===== config.mk =====
export PLATFORM = sky130hd
export DESIGN_NAME = color_state_sequencer
export DESIGN_NICKNAME = d
export VERILOG_FILES = /design/src/rtl/color_state_sequencer.sv
export SDC_FILE = /design/constraint.sdc
export NUM_CORES = 1
export LEC_CHECK = 0
export BUFFER_PORTS_ARGS = -buffer_cell sky130_fd_sc_hd__buf_2
export CAP_MARGIN = 20
export CORE_ASPECT_RATIO = 0.9
export CORE_MARGIN = 2
export CORE_UTILIZATION = 55
export CTS_CLUSTER_SIZE = 20
export DETAILED_ROUTE_END_ITERATION = 10
export GPL_TIMING_DRIVEN = 0
export PLACE_DENSITY_LB_ADDON = 0.1
export SLEW_MARGIN = 15
export SYNTH_ARGS = -nofsm -noshare
export SYNTH_HDL_FRONTEND = slang
export SYNTH_SLANG_ARGS = --single-unit
export TNS_END_PERCENT = 30

===== constraint.sdc =====
create_clock -name iCLK -period 2.4 [get_ports iCLK]
set_input_delay 0.12 -clock iCLK [delete_from_list [all_inputs] [get_ports iCLK]]
set_output_delay 0.12 -clock iCLK [all_outputs]
set_load 0.1 [all_outputs]

===== src/rtl/color_state_sequencer.sv =====
// Colour-state sequencer: debounced next/prev keys and an optional auto-cycle timer
// step a wrapping 4-bit colour state, with registered step/wrap pulses.
module color_state_sequencer #(
    parameter int DEBOUNCE_CYCLES = 1000000,
    parameter int AUTO_PERIOD     = 50000000,
    parameter int NUM_STATES      = 16
) (
    input  logic       iCLK,
    input  logic       iRST_n,
    input  logic       iKEY_NEXT_n,
    input  logic       iKEY_PREV_n,
    input  logic       iAUTO,
    output logic [3:0] oSTATE,
    output logic       oSTEP,
    output logic       oWRAP
);

    localparam int              DB_W    = $clog2(DEBOUNCE_CYCLES);
    localparam int              AT_W    = $clog2(AUTO_PERIOD);
    localparam logic [DB_W-1:0] DB_LAST = DB_W'(DEBOUNCE_CYCLES - 1);
    localparam logic [AT_W-1:0] AT_LAST = AT_W'(AUTO_PERIOD - 1);
    localparam logic [3:0]      ST_LAST = 4'(NUM_STATES - 1);

    // Key index 0 is "next", index 1 is "prev".
    logic [1:0]      key_p0, key_p1;
    logic [1:0]      key_deb, key_deb_d;
    logic [DB_W-1:0] db_cnt [2];
    logic            auto_p0, auto_p1;
    logic [AT_W-1:0] auto_cnt;

    logic [1:0]      deb_flip, key_press;
    logic            auto_tick, next_req, prev_req;
    logic [3:0]      state_nxt;
    logic            step_nxt, wrap_nxt;
    logic [AT_W-1:0] auto_cnt_nxt;

    always_comb begin
        deb_flip  = '0;
        key_press = '0;
        for (int i = 0; i < 2; i++) begin
            deb_flip[i]  = (key_p1[i] != key_deb[i]) && (db_cnt[i] == DB_LAST);
            key_press[i] = key_deb_d[i] & ~key_deb[i];
        end
    end

    assign auto_tick = auto_p1 && (auto_cnt == AT_LAST);
    assign next_req  = key_press[0] | auto_tick;
    assign prev_req  = key_press[1];

    // Opposing requests cancel the step but still restart the auto timer.
    always_comb begin
        state_nxt    = oSTATE;
        step_nxt     = 1'b0;
        wrap_nxt     = 1'b0;
        auto_cnt_nxt = auto_cnt + AT_W'(1);
        if (!auto_p1 || next_req || prev_req) begin
            auto_cnt_nxt = '0;
        end
        if (next_req && !prev_req) begin
            step_nxt = 1'b1;
            if (oSTATE == ST_LAST) begin
                state_nxt = 4'd0;
                wrap_nxt  = 1'b1;
            end else begin
                state_nxt = oSTATE + 4'd1;
            end
        end else if (prev_req && !next_req) begin
            step_nxt = 1'b1;
            if (oSTATE == 4'd0) begin
                state_nxt = ST_LAST;
                wrap_nxt  = 1'b1;
            end else begin
                state_nxt = oSTATE - 4'd1;
            end
        end
    end

    // Stage boundary: input synchronizers and debounce.
    always_ff @(posedge iCLK or negedge iRST_n) begin
        if (!iRST_n) begin
            key_p0    <= 2'b11;
            key_p1    <= 2'b11;
            key_deb   <= 2'b11;
            key_deb_d <= 2'b11;
            auto_p0   <= 1'b0;
            auto_p1   <= 1'b0;
            for (int i = 0; i < 2; i++) begin
                db_cnt[i] <= '0;
            end
        end else begin
            key_p0    <= {iKEY_PREV_n, iKEY_NEXT_n};
            key_p1    <= key_p0;
            key_deb_d <= key_deb;
            auto_p0   <= iAUTO;
            auto_p1   <= auto_p0;
            for (int i = 0; i < 2; i++) begin
                if (key_p1[i] == key_deb[i]) begin
                    db_cnt[i] <= '0;
                end else if (deb_flip[i]) begin
                    key_deb[i] <= key_p1[i];
                    db_cnt[i]  <= '0;
                end else begin
                    db_cnt[i] <= db_cnt[i] + DB_W'(1);
                end
            end
        end
    end

    // Stage boundary: auto timer and registered colour state / pulses.
    always_ff @(posedge iCLK or negedge iRST_n) begin
        if (!iRST_n) begin
            auto_cnt <= '0;
            oSTATE   <= 4'd0;
            oSTEP    <= 1'b0;
            oWRAP    <= 1'b0;
        end else begin
            auto_cnt <= auto_cnt_nxt;
            oSTATE   <= state_nxt;
            oSTEP    <= step_nxt;
            oWRAP    <= wrap_nxt;
        end
    end

endmodule

======== After elaboration in Yosys (flattened, before gate mapping) ========
Index checks and enable logic that the tools add are counted.
storage, ports and cells
  register bits ........................... 82
  bits of input ports ..................... 5
  output and inout port bits .............. 6
  logic and storage cells ................. 62
cells by class
  add/sub/neg operators ................... 5
  eq/ne operators ......................... 8
  mux-type cells .......................... 15
  bitwise operators ....................... 7
  reduce and logical (&&, ||, !) cells .... 14
operator list
  operator                                                             count
  20-bit two-way mux                                                   4
  20-bit by 1-bit adder with 20-bit output (second input constant)     2
  20-bit equality test (second input constant)                         2
  26-bit by 1-bit adder with 26-bit output (second input constant)     1
  26-bit equality test (second input constant)                         1
  26-bit two-way mux                                                   1
  4-bit two-way mux                                                    4
  1-bit two-way mux                                                    6
  1-bit logical AND                                                    5
  4-bit by 1-bit adder with 4-bit output (second input constant)       1
  4-bit equality test (second input constant)                          1
  4-bit zero test                                                      1
  1-bit NOT                                                            4
  2-bit AND reduction                                                  2
  4-bit by 1-bit subtractor with 4-bit output (second input constant)  1
  1-bit zero test                                                      3
  1-bit AND                                                            2
  1-bit equality test                                                  2
  1-bit logical OR                                                     2
  1-bit inequality test                                                2
  2-bit nonzero test                                                   1
  1-bit bitwise OR                                                     1

======== Logic depth before layout (Yosys ltp) ========
  depth in word-level cells ............... 7
  depth in mapped cells ................... 10
  gate-level depth less buffers ........... 10

======== Least setup slack after synthesis ========
No wires, ideal clock.
  path kind ............................... register to register
  from .................................... register oSTATE[0]
  to ...................................... register oSTATE[3]
  setup time .............................. 122 ps
  arrival ................................. 2036 ps
  data required time ...................... 2278 ps
  path slack .............................. 242 ps
  cell stages (with the launch flop) ...... 7
  buffers on the path ..................... 0
  clock period less this slack ............ 2158 ps
  cells stage by stage .................... dfrtp_1 -> inv_1 -> ha_1 -> o21bai_1 -> a21oi_1 -> o21ai_0 -> a22o_1
on the way
  word-level cells in the longest chain between the ends .. 4
  elaborated cells on any way between the ends .. 8
  those cells by class .................... 2 x add/sub; 1 x eq/ne; 4 x mux; 1 x reduce/logical
RTL lines
  what                                                                            line    text
  from (decl)                                                                     13      output logic [3:0] oSTATE,
  from (signal assigned)                                                          118     oSTATE <= state_nxt;
  4-bit by 1-bit subtractor with 4-bit output or 4-bit zero test (tied branches)  73, 69
  4-bit two-way mux                                                               69      if (oSTATE == 4'd0) begin
  4-bit two-way mux                                                               67      end else if (prev_req && !next_req) begin
  4-bit two-way mux *                                                             59      if (next_req && !prev_req) begin
Mark *: on every way between the ends. The rest lies on a longest branch, timed or not. The select of a mux whose other input is x is not followed.
A chain may end at the register's enable or synchronous reset.

======== Worst setup path after layout ========
  from .................................... register auto_cnt[0]
  to ...................................... register oSTATE[2]
on the way
  word-level cells in the longest chain between the ends .. 6
  elaborated cells on any way between the ends .. 8
  those cells by class .................... 1 x eq/ne; 1 x mux; 1 x bitwise; 5 x reduce/logical
RTL lines
  what                                 line  text
  from (decl)                          29    logic [AT_W-1:0] auto_cnt;
  from (signal assigned)               117   auto_cnt <= auto_cnt_nxt;
  26-bit equality test *               46    assign auto_tick = auto_p1 && (auto_cnt == AT_LAST);
  1-bit logical AND *                  46
  1-bit bitwise OR *                   47    assign next_req = key_press[0] | auto_tick;
  1-bit zero test                      67
  1-bit logical AND                    67
  2-bit nonzero test (no source line)  -
Mark *: on every way between the ends. The rest lies on a longest branch, timed or not.

==> run_results.csv <==
group,metric,value,unit
run_status,outcome,"completed",
worst_setup_path,worstSetupStartpoint,"auto_cnt[0]",
detailed_routing,firstDrtPassIters,4,
die,die_height,85.16,um
synth,synth_area,4025,sq um
die,core_area,7076,sq um
worst_setup_path,critical_path_peak_fanout,6,
grt,grt_pass1_vias,2898,
sta,finalCritPeriodShare,93.60,%
worst_setup_path,critical_path.endpoint,"oSTATE[2]",
sta,hold_slack,0.3367,ns
finish,nNetsFinal,447,
finish,multi_input_comb_area,1859,sq um
place,placement.setup.worst_slack,0.008845,ns
synth,synthesized_area_fraction_occupied_by_and_or_nand_nor_cells,24.37,%
power_and_ir_drop,finalPower,0.002508,W
worst_setup_path,worst-endpoint-arrival,2.48,ns
detailed_routing,dr_total_vias,3065,
sta,final.setup.tns,0,ns
clocking,cts_root_buffer,"sky130_fd_sc_hd__clkbuf_8",
detailed_routing,drt_iter0_drc,142,
worst_setup_path,crit-reg2reg-launch,"auto_cnt[0]",
die,placementRows,29,
detailed_routing,route.detailed.wl_per_inst,13.86,um
detailed_routing,drt.antenna.violating_nets,0,
sta,period_minus_slack,2.246,ns
worst_setup_path,reg2reg_depth,9,
sta,skew,0.005216,ns
clocking,setup_fix_buffers_added_after_clock_tree_synthesis,0,
power_and_ir_drop,cellLeakagePower,1.832,nW
hold_path,hold_path_class,"input pin to asynchronous set/reset pin",
clocking,cts_tree,"built",
clocking,number_of_h_tree_branching_levels,3,
power_and_ir_drop,max_rail_drop_vdd,0.0004023,V
detailed_routing,finalWirelength,7.376,mm
run,maxCapViolations,0,
synth,synth-seq-area-share,51.23,%
finish,post_route_cells_drive_above_1_share,11.39,%
clocking,cts_sinks,82,
synth,async_reset_ff_share,100.0,%
worst_setup_path,worst-setup-path-type,"register to register",
grt,global_route_wire_length_before_repair,13.08,mm
synth,synthFlopType,"sky130_fd_sc_hd__dfrtp_1",
die,floorplan.io_pins,11,
sta,hold_viol,0,
finish,num_antenna_cells,0,
worst_setup_path,cp_required,2.63,ns
worst_setup_path,setup.worst_path.end_class,"register",
sta,setup_repair_after_global_routing_missed_its_margin,"false",
synth,synth_xor_xnor_area_share,7.833,%
synth,synth-compound-area-share,10.38,%
finish,layout-area-overhead-vs-synth,10.79,%
worst_setup_path,worst_r2r_endpoint,"oSTATE[2]",
sta,setup_violations,0,
clocking,clock_tree.buffer_depth,2,
synth,synth_edf_count,0,
sta,max-slew-margin-rel,56.77,%
worst_setup_path,setup.reg_to_reg.worst_slack,0.15,ns
synth,synth_area_per_cell,9.841,sq um
synth,yosysWarningCount,0,
sta,fmaxAchievable,445.2,MHz
sta,slew_of_the_pin_with_the_lowest_slew_margin,0.6484,ns
sta,timing_max_transition_violations_final,0,
clocking,worst_skew_pair.late_latency,0.35,ns
synth,synth_seq_cells,82,
grt,track_usage,20.41,%
synth,count_of_cell_types_in_the_netlist,40,
place,dp_hpwl,5.089,mm
finish,ff_latch_area,2062,sq um
place,routabilityCongestion,0.8530,
detailed_routing,drc_errors,0,
die,dieArea,8020,sq um
place,port_buffers,10,
synth,synth.mux.area_fraction,0.8393,%
grt,grt_antenna_before_repair,0,
grt,grt_start_max_net_pins,51,
synth,combinational_family_with_the_most_area_after_synthesis,"simple AND/OR/NAND/NOR gates",
die,die_w,94.18,um
clocking,clkTransAtPathRegs,0.08,ns
synth,post_synth_adder_cell_area,2.487,%
die,initial_utilization,56.89,%
synth,post_synthesis_instance_total,409,
detailed_routing,post_dr_vias_cell,5.761,
clocking,numCtsBuffers,9,
synth,syn_nets,422,
worst_setup_path,start_kind,"register",
finish,final_cell_utilization_of_the_core,63.02,%
power_and_ir_drop,power.density_cell_area,562.3,nW/um^2
finish,fillers,617,
grt,gr-total-overflow,0,
sta,postLayoutSetupSlackWorst,0.1537,ns
[registers in the layout, summed over array words and instances (netlist names), 2 cells and up]
name       count
db_cnt        40
key_p1         2
auto_cnt      26
key_deb        2
key_deb_d      2
oSTATE         4
key_p0         2
[final cells by class]
| cell class | count | share of cell area, % |
|---|---|---|
| Sequential cell | 82 | 46.24 |
| Multi-Input combinational cell | 299 | 41.69 |
| Clock buffer | 14 | 3.648 |
| Tap cell | 93 | 2.609 |
| Timing Repair Buffer | 15 | 2.525 |
| Inverter | 15 | 1.263 |
| Buffer | 12 | 1.235 |
| Clock inverter | 2 | 0.7856 |
[routing by layer]
| metal | global-route usage [%] | part of all wire (%) | up-vias |
|---|---|---|---|
| li1 | - | - | 1520 |
| met1 | 28.17 | 49 | 1492 |
| met2 | 32.08 | 47 | 45 |
| met3 | 4.796 | 3.4 | 8 |
| met4 | 6.719 | 1.2 | 0 |
| met5 | 0 | 0 | - |
[cells in the final DEF, fill, tap and decap left out, types with 2 or more instances in the layout]
master                          synthesis  final
sky130_fd_sc_hd__nand2_1               30     30
sky130_fd_sc_hd__nor4b_1                4      4
sky130_fd_sc_hd__or4_1                 14     14
sky130_fd_sc_hd__clkbuf_2               2      2
sky130_fd_sc_hd__ha_2                   0      2
sky130_fd_sc_hd__xnor2_1               17     17
sky130_fd_sc_hd__buf_2                  0      9
sky130_fd_sc_hd__o31ai_1               11     11
sky130_fd_sc_hd__nand4b_1               4      4
sky130_fd_sc_hd__and2_1                 2      2
sky130_fd_sc_hd__inv_1                 15     15
sky130_fd_sc_hd__xor2_1                19     19
sky130_fd_sc_hd__nor3_1                 6      6
sky130_fd_sc_hd__o21bai_1               2      2
sky130_fd_sc_hd__clkbuf_8               0     11
sky130_fd_sc_hd__ha_1                   8      6
sky130_fd_sc_hd__nor2_1                43     43
sky130_fd_sc_hd__a31oi_1                2      2
sky130_fd_sc_hd__dfrtp_1               74     74
sky130_fd_sc_hd__o21ai_0               22     22
sky130_fd_sc_hd__nand3_1               20     19
sky130_fd_sc_hd__or3_1                 11     11
sky130_fd_sc_hd__nand2b_1               2      2
sky130_fd_sc_hd__dlygate4sd3_1          0      4
sky130_fd_sc_hd__mux2_2                 3      3
sky130_fd_sc_hd__dfstp_2                8      8
sky130_fd_sc_hd__clkbuf_1               9     11
sky130_fd_sc_hd__nor4_1                 6      6
sky130_fd_sc_hd__a21oi_1               31     31
sky130_fd_sc_hd__and4_2                 2      2
sky130_fd_sc_hd__buf_4                  2      3
sky130_fd_sc_hd__and3_1                 8      7
sky130_fd_sc_hd__or3_2                  3      3
sky130_fd_sc_hd__and4_1                 6      6
sky130_fd_sc_hd__nand4_1               14     14
[worst max-delay path: stages, from the launching register on]
cell and delay, ns:
sky130_fd_sc_hd__dfrtp_1 0.38, sky130_fd_sc_hd__ha_2 0.23, sky130_fd_sc_hd__and3_2 0.26, sky130_fd_sc_hd__nand3_2 0.12, sky130_fd_sc_hd__o21a_1 0.23, sky130_fd_sc_hd__inv_1 0.07, sky130_fd_sc_hd__ha_2 0.24, sky130_fd_sc_hd__mux2_2 0.36
sky130_fd_sc_hd__o21ai_0 0.15, sky130_fd_sc_hd__o21bai_1 0.08
[logic make-up (layout without fill, tap and decap cells)]
family	after synthesis	after routing
AO/OA/AOI/OAI	73	73
XOR/XNOR	36	36
adder cells (fa/ha/maj)	8	8
buffers and inverters	28	58
flip-flops	82	82
multiplexers	3	3
AND/OR/NAND/NOR	179	179
[per-stage QoR]
step | cells | instance area [sq um]
floorplan | 409 | 4025
global placement | 512 | 4192
detailed placement | 513 | 4214
CTS | 533 | 4453
global route | 532 | 4459
finish | 532 | 4459
[worst min-delay path by stage]
stage	startpoint	end	slack, ns	depth (start not counted)
6_report	iRST_n	oSTATE[3]	0.34	2
5_1_grt	key_p0[0]	key_p1[0]	0.37	0
4_1_cts	iRST_n	oSTATE[3]	0.36	2
3_5_place_dp	iRST_n	oSTATE[3]	0.20	1
3_3_place_gp	iKEY_PREV_n	key_p0[1]	0.23	1
2_1_floorplan	iRST_n	auto_cnt[0]	-0.18	0
[Yosys cell counts, drive strengths merged (11+ instances only)]
cell type | instances | area share (%)
nand4 | 14 | 2.2
inv | 15 | 1.4
or4 | 14 | 2.6
xnor2 | 17 | 3.7
nand2 | 30 | 2.8
nand3 | 20 | 2.5
or3 | 14 | 2.3
nor2 | 43 | 4.0
dfrtp | 74 | 46
a21oi | 31 | 3.9
o21ai | 23 | 2.9
clkbuf | 11 | 1.1
o31ai | 11 | 2.1
xor2 | 19 | 4.1
[repair_timing]
action                                  CTS  global route
resized for setup                         1             3
hold buffers                              4             0
endpoints found under the hold margin    52             0
endpoints found under the setup margin    1            22
[power breakdown]
part | switching [W] | internal [W]
sequential | 0.0000114 | 0.00140
clock | 0.000466 | 0.000538
combinational | 0.0000622 | 0.0000289
total | 0.000540 | 0.00197
No activity file was read; power rests on OpenSTA's default activity.
